**src/rtl/logicap_rle.sv**
```systemverilog
// logicap_rle: run-length compressor for the logic capture sample stream.
// Consecutive identical samples are merged into one word {count, data}, where
// count holds the run length minus 1. TLAST framing is preserved exactly.
// Optional feature macro: RLE_IDLE_FLUSH_EN. When it is defined, a held run is
// emitted after idle_cycles clocks with no input beat.
//
// state | meaning
// IDLE  | no run held
// RUN   | run held in hold_data/hold_cnt
// FLUSH | last sample of frame held, one TLAST word still to send
module logicap_rle #(
  parameter int size        = 32,
  parameter int cnt_w       = 16,
  parameter int idle_cycles = 1024
) (
  input  logic                  S_AXIS_ACLK,
  input  logic                  S_AXIS_ARESETN,
  input  logic [size-1:0]       S_AXIS_TDATA,
  input  logic                  S_AXIS_TVALID,
  input  logic                  S_AXIS_TLAST,
  output logic                  S_AXIS_TREADY,
  output logic [size+cnt_w-1:0] M_AXIS_TDATA,
  output logic                  M_AXIS_TVALID,
  output logic                  M_AXIS_TLAST,
  input  logic                  M_AXIS_TREADY
);

  typedef enum logic [1:0] {IDLE, RUN, FLUSH} state_t;

  localparam logic [cnt_w-1:0] cnt_max = '1;

  state_t                  state, state_nxt;
  logic [size-1:0]         hold_data, hold_data_nxt;
  logic [cnt_w-1:0]        hold_cnt, hold_cnt_nxt;
  logic                    ready_en;
  logic                    out_free, accept, same, sat, idle_hit;
  logic                    emit, emit_last;
  logic [size+cnt_w-1:0]   emit_word;

  assign out_free      = !M_AXIS_TVALID || M_AXIS_TREADY;
  assign S_AXIS_TREADY = ready_en && out_free && (state != FLUSH);
  assign accept        = S_AXIS_TVALID && S_AXIS_TREADY;
  assign same          = (S_AXIS_TDATA == hold_data);
  assign sat           = (hold_cnt == cnt_max);

`ifdef RLE_IDLE_FLUSH_EN
  localparam int idle_w = $clog2(idle_cycles + 1);
  logic [idle_w-1:0] idle_cnt;

  assign idle_hit = (idle_cnt == idle_w'(idle_cycles));

  // Idle timer: counts stalled cycles while a run is held, saturating at the limit
  always_ff @(posedge S_AXIS_ACLK or negedge S_AXIS_ARESETN) begin
    if (!S_AXIS_ARESETN) idle_cnt <= '0;
    else if (state == RUN && !accept) begin
      if (!idle_hit) idle_cnt <= idle_cnt + 1'b1;
    end else idle_cnt <= '0;
  end
`else
  logic unused_idle;
  assign unused_idle = ^idle_cycles;
  assign idle_hit    = 1'b0;
`endif

  // Input ready is held off until the first clock after reset release
  always_ff @(posedge S_AXIS_ACLK or negedge S_AXIS_ARESETN) begin
    if (!S_AXIS_ARESETN) ready_en <= 1'b0;
    else                 ready_en <= 1'b1;
  end

  // State register
  always_ff @(posedge S_AXIS_ACLK or negedge S_AXIS_ARESETN) begin
    if (!S_AXIS_ARESETN) state <= IDLE;
    else                 state <= state_nxt;
  end

  // Next-state logic
  always_comb begin
    state_nxt = state;
    case (state)
      IDLE:  if (accept && !S_AXIS_TLAST) state_nxt = RUN;
      RUN: begin
        if (accept) begin
          if (same && !sat) begin
            if (S_AXIS_TLAST) state_nxt = IDLE;
          end else if (S_AXIS_TLAST) state_nxt = FLUSH;
        end else if (idle_hit && out_free) state_nxt = IDLE;
      end
      FLUSH: if (out_free) state_nxt = IDLE;
      default: state_nxt = IDLE;
    endcase
  end

  // Output/datapath decode: what to emit and how the held run changes
  always_comb begin
    emit          = 1'b0;
    emit_last     = 1'b0;
    emit_word     = {hold_cnt, hold_data};
    hold_data_nxt = hold_data;
    hold_cnt_nxt  = hold_cnt;
    case (state)
      IDLE: begin
        if (accept) begin
          hold_data_nxt = S_AXIS_TDATA;
          hold_cnt_nxt  = '0;
          if (S_AXIS_TLAST) begin
            emit      = 1'b1;
            emit_last = 1'b1;
            emit_word = {{cnt_w{1'b0}}, S_AXIS_TDATA};
          end
        end
      end
      RUN: begin
        if (accept) begin
          if (same && !sat) begin
            if (S_AXIS_TLAST) begin
              emit         = 1'b1;
              emit_last    = 1'b1;
              emit_word    = {hold_cnt + 1'b1, hold_data};
              hold_cnt_nxt = '0;
            end else hold_cnt_nxt = hold_cnt + 1'b1;
          end else begin
            // Differing data or saturated count: close the run, start a new one
            emit          = 1'b1;
            hold_data_nxt = S_AXIS_TDATA;
            hold_cnt_nxt  = '0;
          end
        end else if (idle_hit && out_free) begin
          emit         = 1'b1;
          hold_cnt_nxt = '0;
        end
      end
      FLUSH: begin
        if (out_free) begin
          emit         = 1'b1;
          emit_last    = 1'b1;
          emit_word    = {{cnt_w{1'b0}}, hold_data};
          hold_cnt_nxt = '0;
        end
      end
      default: ;
    endcase
  end

  // Held run registers
  always_ff @(posedge S_AXIS_ACLK or negedge S_AXIS_ARESETN) begin
    if (!S_AXIS_ARESETN) begin
      hold_data <= '0;
      hold_cnt  <= '0;
    end else begin
      hold_data <= hold_data_nxt;
      hold_cnt  <= hold_cnt_nxt;
    end
  end

  // Output register: loads only when free, so data stays stable under backpressure
  always_ff @(posedge S_AXIS_ACLK or negedge S_AXIS_ARESETN) begin
    if (!S_AXIS_ARESETN) begin
      M_AXIS_TVALID <= 1'b0;
      M_AXIS_TDATA  <= '0;
      M_AXIS_TLAST  <= 1'b0;
    end else if (emit) begin
      M_AXIS_TVALID <= 1'b1;
      M_AXIS_TDATA  <= emit_word;
      M_AXIS_TLAST  <= emit_last;
    end else if (M_AXIS_TREADY) begin
      M_AXIS_TVALID <= 1'b0;
    end
  end

endmodule

```
**config.mk**
```make
export PLATFORM = sky130hd
export DESIGN_NAME = logicap_rle
export DESIGN_NICKNAME = d
export VERILOG_FILES = /design/src/rtl/logicap_rle.sv
export SDC_FILE = /design/constraint.sdc
export NUM_CORES = 1
export LEC_CHECK = 0
export ABC_CLOCK_PERIOD_IN_PS = 4400
export CAP_MARGIN = 30
export CORE_ASPECT_RATIO = 0.75
export CORE_UTILIZATION = 57
export DETAILED_ROUTE_END_ITERATION = 10
export GPL_ROUTABILITY_DRIVEN = 1
export PLACE_DENSITY = 0.85
export SLEW_MARGIN = 20
export SYNTH_ARGS = -nofsm -noshare
export SYNTH_HDL_FRONTEND = slang
export SYNTH_SLANG_ARGS = --single-unit
```
**constraint.sdc**
```tcl
create_clock -name S_AXIS_ACLK -period 4.4 [get_ports S_AXIS_ACLK]
set_input_delay 0.88 -clock S_AXIS_ACLK [delete_from_list [all_inputs] [get_ports S_AXIS_ACLK]]
set_output_delay 0.88 -clock S_AXIS_ACLK [all_outputs]
set_load 0.05 [all_outputs]
```
==> insert_results.sql, run 1 <==
INSERT INTO impl_metrics (metric_group, metric, value, unit) VALUES
('status', 'run_status', 'complete, but fails checks', ''),
('status', 'violations_in_the_final_reports', 'design-rule violations', ''),
('power', 'pwr_density_cell', '565', 'nW/um2'),
('die', 'ios', '88', ''),
('sta', 'whs', '434', 'ps'),
('sta', 'remaining_max_slew_budget_at_the_tightest_pin', '48.2', '%'),
('finish', 'drive_above_1_share', '9.98', '%'),
('clock_network', 'maximum_number_of_buffers_from_clock_root_to_sink', '2', ''),
('critical_path', 'timing.critical_path.required', '4620', 'ps'),
('critical_path', 'critical_path_class', 'input port to register', ''),
('finish', 'final_common_cell', 'dfrtp_1', ''),
('drt', 'postRouteAntennaNets', '0', ''),
('sta', 'timing.setup.tns', '0', 'ps'),
('logic_synthesis', 'synth_cell_type_count', '48', ''),
('critical_path', 'cp_data_arrival_time', '3860', 'ps'),
('clock_network', 'cts_made_buffers', '9', ''),
('power', 'ir_drop', '0.446', 'mV'),
('sta', 'worst-slew-pin-transition', '770', 'ps'),
('finish', 'multi_input_area', '2460', 'um2'),
('clock_network', 'clk_root_buffer_cell', 'clkbuf_16', ''),
('drt', 'wl', '12400', 'um'),
('clock_network', 'cts_hold_buffers', '0', ''),
('global_route', 'vias_in_the_first_global_route', '4137', ''),
('logic_synthesis', 'postSynthNetCount', '538', ''),
('global_route', 'gr-total-overflow', '0', ''),
('finish', 'num-fill-cells', '609', ''),
('critical_path', 'critical_path_peak_fanout', '15', ''),
('sta', 'fmax', '275', 'MHz'),
('finish', 'most-common-layout-cells', 'dfrtp_1 (101), clkdlybuf4s50_1 (86), nand2_1 (66), o21ai_0 (57), xnor2_1 (36)', ''),
('place', 'dp_hpwl', '8510', 'um'),
('critical_path', 'path_depth', '9', ''),
('clock_network', 'ctsHtreeMaxLevel', '3', ''),
('global_route', 'global_route.usage.total', '27.9', '%'),
('logic_synthesis', 'dominant_register_cell_in_the_synthesized_netlist', 'dfrtp_1', ''),
('logic_synthesis', 'synth.cell_area', '5140', 'um2'),
('clock_network', 'post_cts_resize_count', '0', ''),
('drt', 'viasPerCell', '5.96', ''),
('drt', 'drc', '9', ''),
('finish', 'fin_area', '6400', 'um2'),
('logic_synthesis', 'post_synth_main_area_contributors', 'dfrtp_1 (49%), mux2i_1 (6.8%), mux2_2 (6.6%)', ''),
('logic_synthesis', 'synth-seq-cells', '101', ''),
('sta', 'timing.final.setup_violations', '0', ''),
('critical_path', 'reg2regPathDepth', '8', ''),
('critical_path', 'worstPathBufferInverterCount', '2', ''),
('drt', 'drt-wirelength-per-cell', '18.0', 'um'),
('clock_network', 'clkTransAtPathRegs', '60', 'ps'),
('logic_synthesis', 'netlist.top_cell.by_area', 'dfrtp_1', ''),
('critical_path', 'timing.critical_path.cells', 'clkdlybuf4s50_1 > xnor2_1 > nand4_1 > nor4_1 > nand3_1 > a31oi_4 > buf_4 > or2_2 > o21ai_0', ''),
('place', 'detailed_place.area', '6090', 'um2'),
('sta', 'final.min_clock_period', '3640', 'ps'),
('die', 'die_height', '84.2', 'um'),
('sta', 'skew', '7.96', 'ps'),
('clock_network', 'clk-insertion-delay-late', '350', 'ps'),
('logic_synthesis', 'synthCells', '498', ''),
('logic_synthesis', 'ys_async_sr_fraction', '100', '%'),
('global_route', 'grt_antenna_before_repair', '0', ''),
('sta', 'report.final.slew_viol_count', '0', ''),
('drt', 'drt-pass1-iter-count', '10', ''),
('sta', 'finalHoldViolCount', '0', ''),
('hold_path', 'min-delay-path-class', 'input port to asynchronous set/reset pin', ''),
('finish', 'final_nets', '618', ''),
('sta', 'post-route-period-util', '82.8', '%'),
('critical_path', 'crit_path_top_delay_cell', 'nor4_1', ''),
('critical_path', 'worst_setup_path_start_kind', 'input port', ''),
('clock_network', 'postCtsSetupRepairBufs', '0', ''),
('die', 'initial_utilization', '59.8', '%'),
('global_route', 'grt_first_pass_wirelength', '20700', 'um'),
('finish', 'ff_latch_area', '2530', 'um2'),
('clock_network', 'clock_tree_from_tritoncts', 'built', ''),
('critical_path', 'worst_path_dominant_cell_family', 'simple AND/OR/NAND/NOR gates', ''),
('die', 'core_area', '8600', 'um2');
## synth_stat cells (all sizes together) (2+ instances only)
cell	number
mux2	32
dfrtp	101
nor3	8
xor2	6
ha	3
a21o	5
o21bai	2
o21ai	57
a21oi	14
nand3	24
mux2i	35
and2	2
a22o	3
o21a	5
nand4	10
o31ai	2
inv	8
nor2	9
or3	9
and3	7
buf	9
nand2b	5
nor4	4
clkbuf	18
nor3b	2
xnor2	36
nand2	66
## sequential cells by signal, indices dropped and copies added, names as in the netlist
signal	cells
M_AXIS_TVALID	1
ready_en	1
hold_data	32
M_AXIS_TLAST	1
hold_cnt	16
state	2
M_AXIS_TDATA	48
## per-layer routing
layer | track usage [%] | share of wire (%) | vias to the layer above
li1 | - | - | 1918
met1 | 39.5 | 46 | 1986
met2 | 42.7 | 46 | 181
met3 | 7.29 | 7.2 | 22
met4 | 7.37 | 1.4 | 0
met5 | 0 | 0 | -
## metrics by stage
stage / setup slack (ps) / util, % / instances / total power [uW]
after floorplan: 1490 / - / 498 / 2350
after global placement: 645 / 70.8 / 673 / 2840
after detailed placement: 494 / 70.8 / 673 / 2880
after CTS: 807 / 73.8 / 687 / 3620
after global routing: 659 / 74.4 / 689 / 3770
final: 757 / 74.4 / 689 / 3610
## power breakdown
| group | internal (uW) | switching [uW] |
|---|---|---|
| clock network | 395 | 332 |
| logic | 559 | 959 |
| registers | 1180 | 193 |
| total | 2130 | 1480 |
## logic make-up (layout without fill, tap and decap cells)
logic type,Yosys count,after routing,synth area share (%)
flops,101,101,49.2
buf+inv,35,118,3.19
fa+ha+maj,3,3,0.731
simple gates,149,149,14.1
xor+xnor,42,42,7.16
other cells,1,1,0.0730
compound gates,100,100,11.7
mux,67,67,13.8
## final timing paths
path / slack, ps / start / end
setup / recovery: 760 / S_AXIS_TDATA[25] / M_AXIS_TDATA[34]
hold / removal: 430 / S_AXIS_ARESETN / M_AXIS_TDATA[7]
setup reg to reg: 1060 / hold_cnt[0] / hold_data[24]
hold reg to reg: 480 / M_AXIS_TDATA[17] / M_AXIS_TDATA[17]
max in group asynchronous: 3320 / S_AXIS_ARESETN / hold_cnt[13]
min in group S_AXIS_ACLK: 480 / M_AXIS_TDATA[17] / M_AXIS_TDATA[17]
## layout make-up
class / count / share of cell area, %
Clock buffer: 13 / 3.91
Timing Repair Buffer: 96 / 15.3
Sequential cell: 101 / 39.5
Clock inverter: 1 / 0.137
Multi-Input combinational cell: 362 / 38.5
Tap cell: 108 / 2.11
Inverter: 8 / 0.469
Power figures use the tool's default switching activity.
==> run 2: changes to the inputs <==
--- a/config.mk
+++ b/config.mk
@@ -5,13 +5,13 @@
 export SDC_FILE = /design/constraint.sdc
 export NUM_CORES = 1
 export LEC_CHECK = 0
-export ABC_CLOCK_PERIOD_IN_PS = 4400
+export ABC_CLOCK_PERIOD_IN_PS = 3430
 export CAP_MARGIN = 30
 export CORE_ASPECT_RATIO = 0.75
-export CORE_UTILIZATION = 57
+export CORE_UTILIZATION = 53
 export DETAILED_ROUTE_END_ITERATION = 10
 export GPL_ROUTABILITY_DRIVEN = 1
-export PLACE_DENSITY = 0.85
+export PLACE_DENSITY = 0.8
 export SLEW_MARGIN = 20
 export SYNTH_ARGS = -nofsm -noshare
 export SYNTH_HDL_FRONTEND = slang
==> constraint.sdc (replaced) <==
create_clock -name S_AXIS_ACLK -period 3.43 [get_ports S_AXIS_ACLK]
set_input_delay 0.686 -clock S_AXIS_ACLK [delete_from_list [all_inputs] [get_ports S_AXIS_ACLK]]
set_output_delay 0.686 -clock S_AXIS_ACLK [all_outputs]
set_load 0.05 [all_outputs]
==> insert_results.sql, run 2 (synthesis gave the netlist of run 1 again) <==
INSERT INTO impl_metrics (metric_group, metric, value, unit) VALUES
('status', 'run_status', 'complete, no violations', ''),
('finish', 'flow.area_growth_from_synthesis', '27.0', '%'),
('critical_path', 'timing.critical_path.required', '3670', 'ps'),
('sta', 'post-route-period-util', '94.1', '%'),
('sta', 'skew', '11.1', 'ps'),
('drt', 'drt-wirelength-per-cell', '17.4', 'um'),
('global_route', 'vias_in_the_first_global_route', '4065', ''),
('finish', 'fin_cells', '715', ''),
('sta', 'remaining_max_slew_budget_at_the_tightest_pin', '51.4', '%'),
('finish', 'most-common-layout-cells', 'dfrtp_1 (101), clkdlybuf4s50_1 (85), nand2_1 (66), o21ai_0 (57), xnor2_1 (36)', ''),
('finish', 'largest_register_ff_count', '48', ''),
('global_route', 'gr-total-overflow', '0', ''),
('power', 'total_power', '4860', 'uW'),
('die', 'initial_utilization', '55.7', '%'),
('power', 'ir_drop', '0.412', 'mV'),
('critical_path', 'crit_end_element', 'register', ''),
('drt', 'postRouteAntennaNets', '0', ''),
('critical_path', 'worst_setup_path_endpoint', 'M_AXIS_TDATA[5]', ''),
('critical_path', 'critical_path.max_stage_delay', '580', 'ps'),
('clock_network', 'postCtsSetupRepairBufs', '0', ''),
('global_route', 'grt_antenna_before_repair', '0', ''),
('flow_run', 'max_cap_violations', '0', ''),
('clock_network', 'clock_sinks', '101', ''),
('sta', 'final.min_clock_period', '3230', 'ps'),
('critical_path', 'worst_r2r_endpoint', 'hold_data[24]', ''),
('place', 'post-place-cells', '699', ''),
('sta', 'fmax', '310', 'MHz'),
('die', 'die_area', '10100', 'um2'),
('place', 'dp_hpwl', '8800', 'um'),
('clock_network', 'clk_root_buffer_cell', 'clkbuf_16', ''),
('sta', 'worst-slew-pin-transition', '729', 'ps'),
('critical_path', 'timing.critical_path.from', 'S_AXIS_TDATA[21]', ''),
('critical_path', 'crit_path_top_delay_cell', 'nor4_1', ''),
('hold_path', 'min-delay-path-class', 'input port to asynchronous set/reset pin', ''),
('critical_path', 'timing.critical_path.cells', 'clkdlybuf4s50_1 > xnor2_1 > nand4_1 > nor4_1 > nand3_1 > a31oi_4 > buf_4 > nand2_1 > o21ai_0', ''),
('clock_network', 'clock_tree_from_tritoncts', 'built', ''),
('global_route', 'grt_first_pass_wirelength', '20900', 'um'),
('critical_path', 'critical_path_peak_fanout', '32', ''),
('global_route', 'global_route.usage.total', '27.5', '%'),
('sta', 'finalHoldViolCount', '0', ''),
('drt', 'wl', '12500', 'um'),
('die', 'ios', '88', ''),
('clock_network', 'post_cts_resize_count', '0', ''),
('critical_path', 'cp_data_arrival_time', '3470', 'ps'),
('drt', 'top_signal_layer_used', 'met4', ''),
('drt', 'viasPerCell', '5.69', ''),
('place', 'gpl.final_weighted_congestion', '0.874', ''),
('finish', 'layout_top_registers', 'M_AXIS_TDATA (48), hold_data (32), hold_cnt (16)', ''),
('power', 'leakage_power_summed_over_all_cells', '0.00288', 'uW'),
('clock_network', 'clkTransAtPathRegs', '60', 'ps'),
('critical_path', 'regToRegStartpoint', 'hold_cnt[0]', ''),
('clock_network', 'cts_made_buffers', '9', ''),
('clock_network', 'cts_hold_buffers', '0', ''),
('drt', 'drt-pass1-iter-count', '5', ''),
('critical_path', 'timing.reg2reg.setup_slack', '370', 'ps'),
('power', 'pwr_density_cell', '745', 'nW/um2'),
('finish', 'final_nets', '622', ''),
('critical_path', 'worst_setup_path_start_kind', 'input port', ''),
('drt', 'met1Wirelength', '5950', 'um'),
('die', 'die_height', '87.3', 'um'),
('finish', 'final_common_cell', 'dfrtp_1', ''),
('finish', 'drive_above_1_share', '11.6', '%'),
('place', 'placement.io_buffers', '87', ''),
('drt', 'drc', '0', ''),
('sta', 'timing.setup.tns', '0', 'ps'),
('sta', 'report.final.slew_viol_count', '0', ''),
('global_route', 'largest_net_degree_at_the_start_of_global_routing', '54', ''),
('die', 'rows', '30', ''),
('die', 'die_x', '116', 'um'),
('critical_path', 'reg2regPathDepth', '8', ''),
('finish', 'antenna_cells_inserted', '0', ''),
('finish', 'regMostFlops', 'M_AXIS_TDATA', ''),
('sta', 'timing.final.setup_violations', '0', ''),
('sta', 'rsz_0062_raised_after_global_routing', 'no', ''),
('critical_path', 'critical_path_class', 'input port to register', ''),
('clock_network', 'ctsHtreeMaxLevel', '3', ''),
('drt', 'met2RoutedLength', '5650', 'um'),
('die', 'core_area', '9230', 'um2'),
('drt', 'initialDrtViolationCount', '249', ''),
('clock_network', 'maximum_number_of_buffers_from_clock_root_to_sink', '2', ''),
('drt', 'detailed_route_via_count', '4066', ''),
('drt', 'wl_met3', '683', 'um'),
('clock_network', 'clk-insertion-delay-late', '350', 'ps');
-- run 2: cell count changes in the layout (fill, tap and decap cells not counted), sizes merged --
cell           delta
bufinv            +2
clkdlybuf4s50     -1
buf               +5
-- run 2: final cells by class --
cell class | instances | area [um2]
Tap cell | 128 | 160
Inverter | 8 | 30.0
Clock buffer | 13 | 280
Timing Repair Buffer | 100 | 1000
Multi-Input combinational cell | 362 | 2460
Clock inverter | 3 | 65.1
Sequential cell | 101 | 2530
Fill cell | 735 | 2710
-- run 2: how the worst min path moves through the flow --
stage,start,endpoint,slack (ps),cells after the start
floorplan,S_AXIS_ARESETN,M_AXIS_TDATA[0],390,0
global placement,M_AXIS_TDATA[10],M_AXIS_TDATA[10],460,2
detailed placement,M_AXIS_TDATA[9],M_AXIS_TDATA[9],470,2
CTS,S_AXIS_ARESETN,hold_cnt[12],420,1
finish,S_AXIS_ARESETN,M_AXIS_TDATA[10],390,1
global route,S_AXIS_ARESETN,M_AXIS_TDATA[10],450,1
-- run 2: power breakdown --
| group | internal (uW) | switching (uW) |
|---|---|---|
| Combinational | 720 | 1230 |
| Clock | 718 | 435 |
| Sequential | 1510 | 249 |
| Total | 2950 | 1920 |
-- run 2: routing by layer --
metal | up-vias | global-route usage, %
met3 | 13 | 5.08
li1 | 1925 | -
met1 | 1991 | 39.3
met5 | - | 0
met2 | 137 | 42.5
met4 | 0 | 8.86
-- run 2: through the flow --
| stage | area (um2) | utilization [%] | setup WS (ps) | hold WS, ps |
|---|---|---|---|---|
| finish | 6530 | 70.7 | 201 | 391 |
| global route | 6530 | 70.7 | 17.9 | 449 |
| global placement | 6180 | 67.0 | 222 | 461 |
| CTS | 6530 | 70.7 | 292 | 421 |
| floorplan | 5140 | - | 615 | 390 |
| detailed placement | 6180 | 67.0 | -23.1 | 470 |
-- run 2: worst max-delay path, delay by kind of cell --
family / cells / cell delay (ps)
buffers and inverters: 2 / 820
xor gates and xnor gates: 1 / 290
AOI/OAI and AO/OA: 2 / 430
and+or+nand+nor: 4 / 1240
==> RTL edit, RTL diff (config.mk and constraints of run 2) <==
Set the parameter `size` to 16 (it was 32).
--- a/src/rtl/logicap_rle.sv
+++ b/src/rtl/logicap_rle.sv
@@ -9,7 +9,7 @@
 // RUN   | run held in hold_data/hold_cnt
 // FLUSH | last sample of frame held, one TLAST word still to send
 module logicap_rle #(
-  parameter int size        = 32,
+  parameter int size        = 16,
   parameter int cnt_w       = 16,
   parameter int idle_cycles = 1024
 ) (
Interface: changed (resized M_AXIS_TDATA and S_AXIS_TDATA); port bits go from 88 to 56. No check against the original RTL was run, so the function may have changed too.
==> RTL edit against run 2 <==
Power decreased by 26%. Critical path depth unchanged. Via count decreased by 20%. Worst setup slack improved by 0.36 ns. Design area decreased by 27%. Area after synthesis decreased by 26%. Sequential cell count decreased by 32. Combinational power decreased by 21%. Sequential power decreased by 32%. Core utilization decreased by 1.2 points. Wire length decreased by 21%. Critical path type unchanged.
==> RTL edit: results (changes against run 2) <==
status finished, final reports clean (unchanged); clk_skew 0.0132 ns (was 0.0111 ns); main area contributors after synthesis dfrtp_1, mux2i_1, nand3_1 (was dfrtp_1, mux2i_1, mux2_2); Port Buf Inserts 55 (was 87); largest net degree at the start of global routing 32 (was 54); HPWL after DPL 6770 µm (was 8800 µm); worst endpoint data arrival time 3.12 ns (was 3.47 ns); met3 usage 8.17% (was 5.08%); Max IR drop VDD 0.497 mV (was 0.412 mV); met2 usage 45.6% (was 42.5%); Seq/Total Area, Yosys 45.7% (was 49.2%); GRT Util Overall 29.1% (was 27.5%); Non-Filler Instances 534 (was 715); First DRT Iteration DRCs 338 (was 249); syn nets 390 (was 538); synth unique cells 53 (was 48); R2R setup slack 0.74 ns (was 0.37 ns); final-layout fill cell count 545 (was 735); leakage 2.07 nW (was 2.88 nW); 1st-pass router iterations 6 (was 5); Commonest cells post-synth dfrtp_1, nand3_1, o21ai_0, nand2_1, mux2i_1 (was dfrtp_1, nand2_1, o21ai_0, xnor2_1, mux2i_1); CTS root buf clkbuf_8 (was clkbuf_16); Cells after DPL 518 (was 699); GPL Wtd Cong 0.902 (was 0.874); global-route wire length before repair 16200 µm (was 20900 µm); vias in the first global route 3192 (was 4065); Cell Area, Placed 4510 µm² (was 6180 µm²)
-- RTL edit: layer usage --
metal | share of wire, % | wire [µm]
met5 | 0 | 0
met2 | 46 | 4510
met3 | 7.3 | 718
met4 | 0.66 | 65
met1 | 46 | 4500
-- RTL edit: report_power, final --
part	leakage [nW]	switching (mW)	internal [mW]
registers	0.874	0.157	1.04
clock network	0.129	0.326	0.554
logic	1.06	0.973	0.570
-- RTL edit: path summary, 6_finish.rpt --
check,from,end,depth (start not counted)
setup reg to reg,hold_cnt[0],hold_data[13],8
max in group asynchronous,S_AXIS_ARESETN,M_AXIS_TLAST,2
min in group S_AXIS_ACLK,M_AXIS_TLAST,M_AXIS_TLAST,1
hold / removal,S_AXIS_ARESETN,M_AXIS_TDATA[24],1
setup / recovery,S_AXIS_TDATA[10],hold_cnt[5],9
hold reg to reg,M_AXIS_TLAST,M_AXIS_TLAST,1
-- RTL edit: metrics by stage --
step                setup WS, ns  util, %  power [mW]  hold WS (ns)
finish                     0.561     69.5        3.62         0.396
global route               0.420     69.5        3.78         0.443
CTS                        0.635     69.5        3.64         0.411
detailed placement         0.292     65.7        2.75         0.489
global placement           0.298     65.7        2.72         0.474
floorplan                  0.934        -        2.21         0.390
-- RTL edit: cell type report --
class / count / area, µm² / area share (%)
flip-flops and latches: 69 / 1730 / 36.2
clock buffers: 9 / 124 / 2.60
well taps: 98 / 123 / 2.57
clock inverters: 7 / 138 / 2.88
multi-input cells: 269 / 1910 / 40.1
repair buffers: 76 / 726 / 15.2
inverters: 6 / 22.5 / 0.472
